### config.mk
export PLATFORM = sky130hd
export DESIGN_NAME = fetch_unit_flat
export DESIGN_NICKNAME = d
export VERILOG_FILES = /design/src/rtl/fetch_unit_if.sv /design/src/rtl/fetch_unit.sv /design/src/flat_wrapper.sv
export SDC_FILE = /design/constraint.sdc
export NUM_CORES = 1
export LEC_CHECK = 0
export ABC_AREA = 0
export CAP_MARGIN = 20
export CORE_ASPECT_RATIO = 0.9
export CORE_UTILIZATION = 25
export DETAILED_ROUTE_END_ITERATION = 7
export PLACE_DENSITY = 0.57
export RECOVER_POWER = 100
export SYNTH_ARGS = -nofsm -noshare
export SYNTH_HDL_FRONTEND = slang
export SYNTH_SLANG_ARGS = --single-unit
### constraint.sdc
create_clock -name clk -period 1.63 [get_ports clk]
set_input_delay 0.326 -clock clk [delete_from_list [all_inputs] [get_ports clk]]
set_output_delay 0.326 -clock clk [all_outputs]
set_load 0.01 [all_outputs]
### src/rtl/fetch_unit_if.sv
// Fetch unit bus bundle: program-memory request/acknowledge port plus the
// instruction valid/ready port towards the opcode decoder.
//
// Handshake rules:
//   memory side  - mem_req/mem_addr are held stable from the first request
//                  cycle until an edge where mem_ack=1. That edge transfers
//                  mem_rdata. mem_ack may be high in the very first request
//                  cycle (zero wait). mem_ack while mem_req=0 is ignored.
//   decoder side - instr/instr_valid are held stable until an edge where
//                  instr_valid=1 and instr_ready=1. That edge consumes instr.
//                  instr_ready may be high before instr_valid rises.
interface fetch_unit_if #(
    parameter int ADDR_W = 8
);
    logic              mem_req;
    logic [ADDR_W-1:0] mem_addr;
    logic              mem_ack;
    logic [7:0]        mem_rdata;
    logic [7:0]        instr;
    logic              instr_valid;
    logic              instr_ready;

    // Fetch unit side
    modport master (
        output mem_req,
        output mem_addr,
        input  mem_ack,
        input  mem_rdata,
        output instr,
        output instr_valid,
        input  instr_ready
    );

    // Program memory and decoder side
    modport slave (
        input  mem_req,
        input  mem_addr,
        output mem_ack,
        output mem_rdata,
        input  instr,
        input  instr_valid,
        output instr_ready
    );
endinterface

### src/rtl/fetch_unit.sv
// Instruction fetch stage: owns the PC, fetches one byte per request from
// program memory, holds it in the instruction register until the decoder
// takes it, and then either fetches the next byte, jumps, or halts.
module fetch_unit #(
    parameter int                ADDR_W   = 8,
    parameter logic [ADDR_W-1:0] RESET_PC = '0
) (
    input  logic              clk,
    input  logic              rst_n,
    fetch_unit_if.master      bus,
    input  logic              jump_en,
    input  logic [ADDR_W-1:0] jump_addr,
    input  logic              halt,
    output logic              halted,
    output logic [15:0]       fetch_count,
    output logic [1:0]        state_dbg
);

    typedef enum logic [1:0] {
        IDLE   = 2'd0,
        REQ    = 2'd1,
        HOLD   = 2'd2,
        HALTED = 2'd3
    } state_t;

    state_t            state;
    state_t            state_nxt;
    logic [ADDR_W-1:0] pc;
    logic [7:0]        instr_q;
    logic [15:0]       count_q;
    logic              capture;
    logic              accept;

    // Memory beat lands only while a request is outstanding; decoder takes
    // the instruction only while one is being presented.
    assign capture = (state == REQ)  && bus.mem_ack;
    assign accept  = (state == HOLD) && bus.instr_ready;

    // State register; reset returns to IDLE, dropping any pending request
    always_ff @(posedge clk or negedge rst_n) begin
        if (!rst_n) begin
            state <= IDLE;
        end else begin
            state <= state_nxt;
        end
    end

    // Next-state and state-decoded outputs
    always_comb begin
        state_nxt       = state;
        bus.mem_req     = 1'b0;
        bus.instr_valid = 1'b0;
        halted          = 1'b0;
        case (state)
            IDLE: begin
                state_nxt = REQ;
            end
            REQ: begin
                bus.mem_req = 1'b1;
                if (bus.mem_ack) begin
                    state_nxt = HOLD;
                end
            end
            HOLD: begin
                bus.instr_valid = 1'b1;
                if (bus.instr_ready) begin
                    state_nxt = halt ? HALTED : REQ;
                end
            end
            HALTED: begin
                halted = 1'b1;
            end
            default: begin
                state_nxt = IDLE;
            end
        endcase
    end

    // PC, instruction register and capture counter
    always_ff @(posedge clk or negedge rst_n) begin
        if (!rst_n) begin
            pc      <= RESET_PC;
            instr_q <= 8'h00;
            count_q <= 16'h0000;
        end else begin
            if (capture) begin
                instr_q <= bus.mem_rdata;
                pc      <= pc + 1'b1;
                if (count_q != 16'hFFFF) begin
                    count_q <= count_q + 16'd1;
                end
            end
            // capture and accept never coincide, so a jump simply replaces
            // the increment made when this instruction was captured
            if (accept && jump_en) begin
                pc <= jump_addr;
            end
        end
    end

    assign bus.mem_addr = pc;
    assign bus.instr    = instr_q;
    assign fetch_count  = count_q;
    assign state_dbg    = state;

endmodule
### src/flat_wrapper.sv
// flat-port wrapper written by rule: the top's interface ports become plain ports
module fetch_unit_flat 
#(
    parameter int                ADDR_W   = 8,
    parameter logic [ADDR_W-1:0] RESET_PC = '0
)
  (clk, rst_n, jump_en, jump_addr, halt, halted, fetch_count, state_dbg, bus_mem_req, bus_mem_addr, bus_mem_ack, bus_mem_rdata, bus_instr, bus_instr_valid, bus_instr_ready);
  fetch_unit_if #(.ADDR_W(ADDR_W)) bus_i ();
  input  logic clk;
  input  logic rst_n;
  input  logic jump_en;
  input  logic [ADDR_W-1:0] jump_addr;
  input  logic halt;
  output logic halted;
  output logic [15:0] fetch_count;
  output logic [1:0] state_dbg;
  output wire logic [$bits(bus_i.mem_req)-1:0] bus_mem_req;
  output wire logic [$bits(bus_i.mem_addr)-1:0] bus_mem_addr;
  input wire logic [$bits(bus_i.mem_ack)-1:0] bus_mem_ack;
  input wire logic [$bits(bus_i.mem_rdata)-1:0] bus_mem_rdata;
  output wire logic [$bits(bus_i.instr)-1:0] bus_instr;
  output wire logic [$bits(bus_i.instr_valid)-1:0] bus_instr_valid;
  input wire logic [$bits(bus_i.instr_ready)-1:0] bus_instr_ready;
  assign bus_mem_req = bus_i.mem_req;
  assign bus_mem_addr = bus_i.mem_addr;
  assign bus_i.mem_ack = bus_mem_ack;
  assign bus_i.mem_rdata = bus_mem_rdata;
  assign bus_instr = bus_i.instr;
  assign bus_instr_valid = bus_i.instr_valid;
  assign bus_i.instr_ready = bus_instr_ready;
  fetch_unit #(.ADDR_W(ADDR_W), .RESET_PC(RESET_PC)) u_core (.clk(clk), .rst_n(rst_n), .bus(bus_i), .jump_en(jump_en), .jump_addr(jump_addr), .halt(halt), .halted(halted), .fetch_count(fetch_count), .state_dbg(state_dbg));
endmodule
==> results.sh <==
export IMPL_critPathTopFamily="buffers and inverters"
export IMPL_initial_core_util=0.259
export IMPL_hold_path_class="register to register"
export IMPL_wl_per_cell_um=12.4
export IMPL_vias=1442
export IMPL_antenna_cells=0
export IMPL_seq_area_um2=852
export IMPL_synth_edf_count=0
export IMPL_drt_first_iter_violations=41
export IMPL_setup_worst_path_class="register to output pin"
export IMPL_die_h_um=80.1
export IMPL_htreeDepth=2
export IMPL_row_count=28
export IMPL_hold_viol=0
export IMPL_root_buffer="clkbuf_8"
export IMPL_cts_hold_buf=0
export IMPL_routabilityCongestion=0.790
export IMPL_post_synth_cell_area_avg_um2=11.0
export IMPL_ys_dominant_reg_cell="dfrtp_1"
export IMPL_critical_path_max_stage_delay_ns=0.60
export IMPL_fin_crit_sh=0.973
export IMPL_syn_area_um2=1690
export IMPL_final_cells=335
export IMPL_met3_usage=0.0380
export IMPL_post_route_min_period_ns=1.59
export IMPL_layout_setup_ws_ns=0.0436
export IMPL_antenna_found_initial=0
export IMPL_max_vdd_ir_drop_v=0.000575
export IMPL_cp_num_buf_inv=1
export IMPL_end_kind="output pin"
export IMPL_crit_chain="dlygate4sd3_1"
export IMPL_stdcell_area_um2=2660
export IMPL_cp_depth=1
export IMPL_port_buffers=58
export IMPL_whs_path_depth=1
export IMPL_cts_sinks=34
export IMPL_finalSetupViolCount=0
export IMPL_crit_required_ns=1.30
export IMPL_grt_use_total=0.127
export IMPL_p_leak_nw=1.17
export IMPL_hpwl_um=2980
export IMPL_die_w_um=88.8
export IMPL_grt_max_degree=19
export IMPL_fin_nets=273
export IMPL_fill_cells=664
export IMPL_busiest_layer="met2"
export IMPL_syn_inst=154
export IMPL_grt_pass1_vias=1395
export IMPL_arrival_ns=1.26
export IMPL_dp_cells=318
export IMPL_cts_max_path_buffers=2
export IMPL_grt_pass1_wl_um=6770
export IMPL_status="finished clean"
export IMPL_report_final_slew_viol_count=0
export IMPL_multiInputGateArea_um2=806
export IMPL_fin_setup_tns_ns=0
export IMPL_crit_path_start_kind="register"
export IMPL_routed_wl_um=4150
export IMPL_ys_seq_elements=34
export IMPL_ant_nets=0
export IMPL_slew_headroom=0.341
export IMPL_vias_per_cell=4.30
export IMPL_cts_clk_slew_worst_paths_ns=0.07
export IMPL_boundaryPins=59
export IMPL_fmax_mhz=630
export IMPL_cp_max_fo=2
export IMPL_cts_tree="yes"
export IMPL_die_area_um2=7110
export IMPL_grt_ovfl_total=0
export IMPL_async_reset_ff_frac=1.00
export IMPL_use_met2=0.189
export IMPL_fin_skew_ns=0.00716
export IMPL_seq_area_frac_synth=0.502
export IMPL_syn2layout_area_growth_pct=57.1
export IMPL_drive_gt1_frac=0.163
export IMPL_use_met1=0.169
export IMPL_rsz0062_at_grt="false"
export IMPL_clk_latency_ns=0.28
export IMPL_reg2regPathDepth=4
export IMPL_cts_made_buffers=5
export IMPL_placed_area_um2=2550
export IMPL_drv_cap=0
export IMPL_drt_first_pass_iters=4
export IMPL_place_ws_ns=-0.131
export IMPL_synth_nets=183
export IMPL_synth_distinct_cells=26
export IMPL_powerDensity_nw_per_um2=1430
export IMPL_tightestPinTransition_ns=0.989
export IMPL_core_um2=6550
export IMPL_cpMaxStageDelayCell="dlygate4sd3_1"
export IMPL_yosys_warnings=0
export IMPL_fin_util=0.406
export IMPL_drc=0
==> what timing repair did <==
action / CTS / global route
pin swaps: 0 / 3
endpoints found under the hold margin: 0 / 0
resized for setup: 12 / 11
setup buffers: 3 / 6
endpoints found under the setup margin: 14 / 18
==> through the flow <==
step | hold WS, ns | total power, mW
global route | 0.496 | 4.07
floorplan | 0.0304 | 2.20
finish | 0.480 | 3.80
detailed placement | 0.475 | 3.27
global placement | 0.474 | 3.26
CTS | 0.390 | 3.93
==> report_power, final <==
group	internal, mW	total (mW)	switching [mW]	leakage, nW
sequential	1.14	1.33	0.189	0.425
clock	0.341	0.650	0.309	0.0482
combinational	1.01	1.82	0.807	0.692
total	2.49	3.80	1.31	1.17
==> state kept, by name (all words and copies together), names as in the netlist <==
name,flops
u_core.fetch_count,16
u_core.bus.instr,8
u_core.bus.mem_addr,8
u_core.state_dbg,2
==> area by class of cell <==
cell class	count	area share
clock buffers	7	0.0324
well taps	90	0.0423
clock inverters	1	0.00188
repair buffers	90	0.293
multi-input cells	108	0.303
flip-flops and latches	34	0.320
inverters	5	0.00705
==> synthesized netlist by cell type (all sizes together), types with 5 or more instances <==
master | instances | area share
dfrtp | 34 | 0.50
nand2 | 18 | 0.040
xnor2 | 12 | 0.062
mux2 | 10 | 0.066
nand4 | 10 | 0.037
o21ai | 9 | 0.027
nand3 | 8 | 0.024
ha | 7 | 0.052
xor2 | 7 | 0.036
a21oi | 6 | 0.018
inv | 5 | 0.011
==> cells by family after synthesis <==
family / after synthesis / share of synthesized area
mux: 12 / 0.0783
simple gates: 51 / 0.157
fa+ha+maj: 7 / 0.0517
xor+xnor: 19 / 0.0982
compound gates: 19 / 0.0753
flops: 34 / 0.502
buf+inv: 12 / 0.0369
==> cells in the final DEF, fill, tap and decap left out, types with 2 or more instances in the layout <==
master,count
and3_1,4
clkdlybuf4s15_1,2
a21oi_1,6
ha_1,5
dlygate4sd3_1,7
xor2_1,7
o21ai_1,3
clkdlybuf4s50_1,35
clkdlybuf4s25_1,4
inv_1,4
clkbuf_8,6
and4_1,2
dlymetal6s2s_1,2
dfrtp_1,33
o21ai_0,6
nand3_1,8
clkbuf_1,9
buf_4,21
mux2i_1,2
nand2_1,18
dlygate4sd2_1,8
xnor2_1,12
mux2_1,10
nor2_1,4
nand4_1,10
==> final timing paths <==
path	slack, ns	start	end
max reg2reg	0.07	u_core.fetch_count[1]	u_core.fetch_count[1]
min in group asynchronous	0.71	rst_n	u_core.bus.mem_addr[5]
max	0.04	u_core.bus.instr[4]	bus_instr[4]
max in group asynchronous	0.28	rst_n	u_core.fetch_count[1]
min reg2reg	0.48	u_core.bus.instr[2]	u_core.bus.instr[2]
min	0.48	u_core.bus.instr[2]	u_core.bus.instr[2]
==> routing by layer <==
metal / vias to the layer above / share of wire
met3: 9 / 0.055
met4: 0 / 0.022
met5: - / 0
li1: 715 / -
met2: 41 / 0.45
met1: 677 / 0.48
No activity file was read; power rests on OpenSTA's default activity.
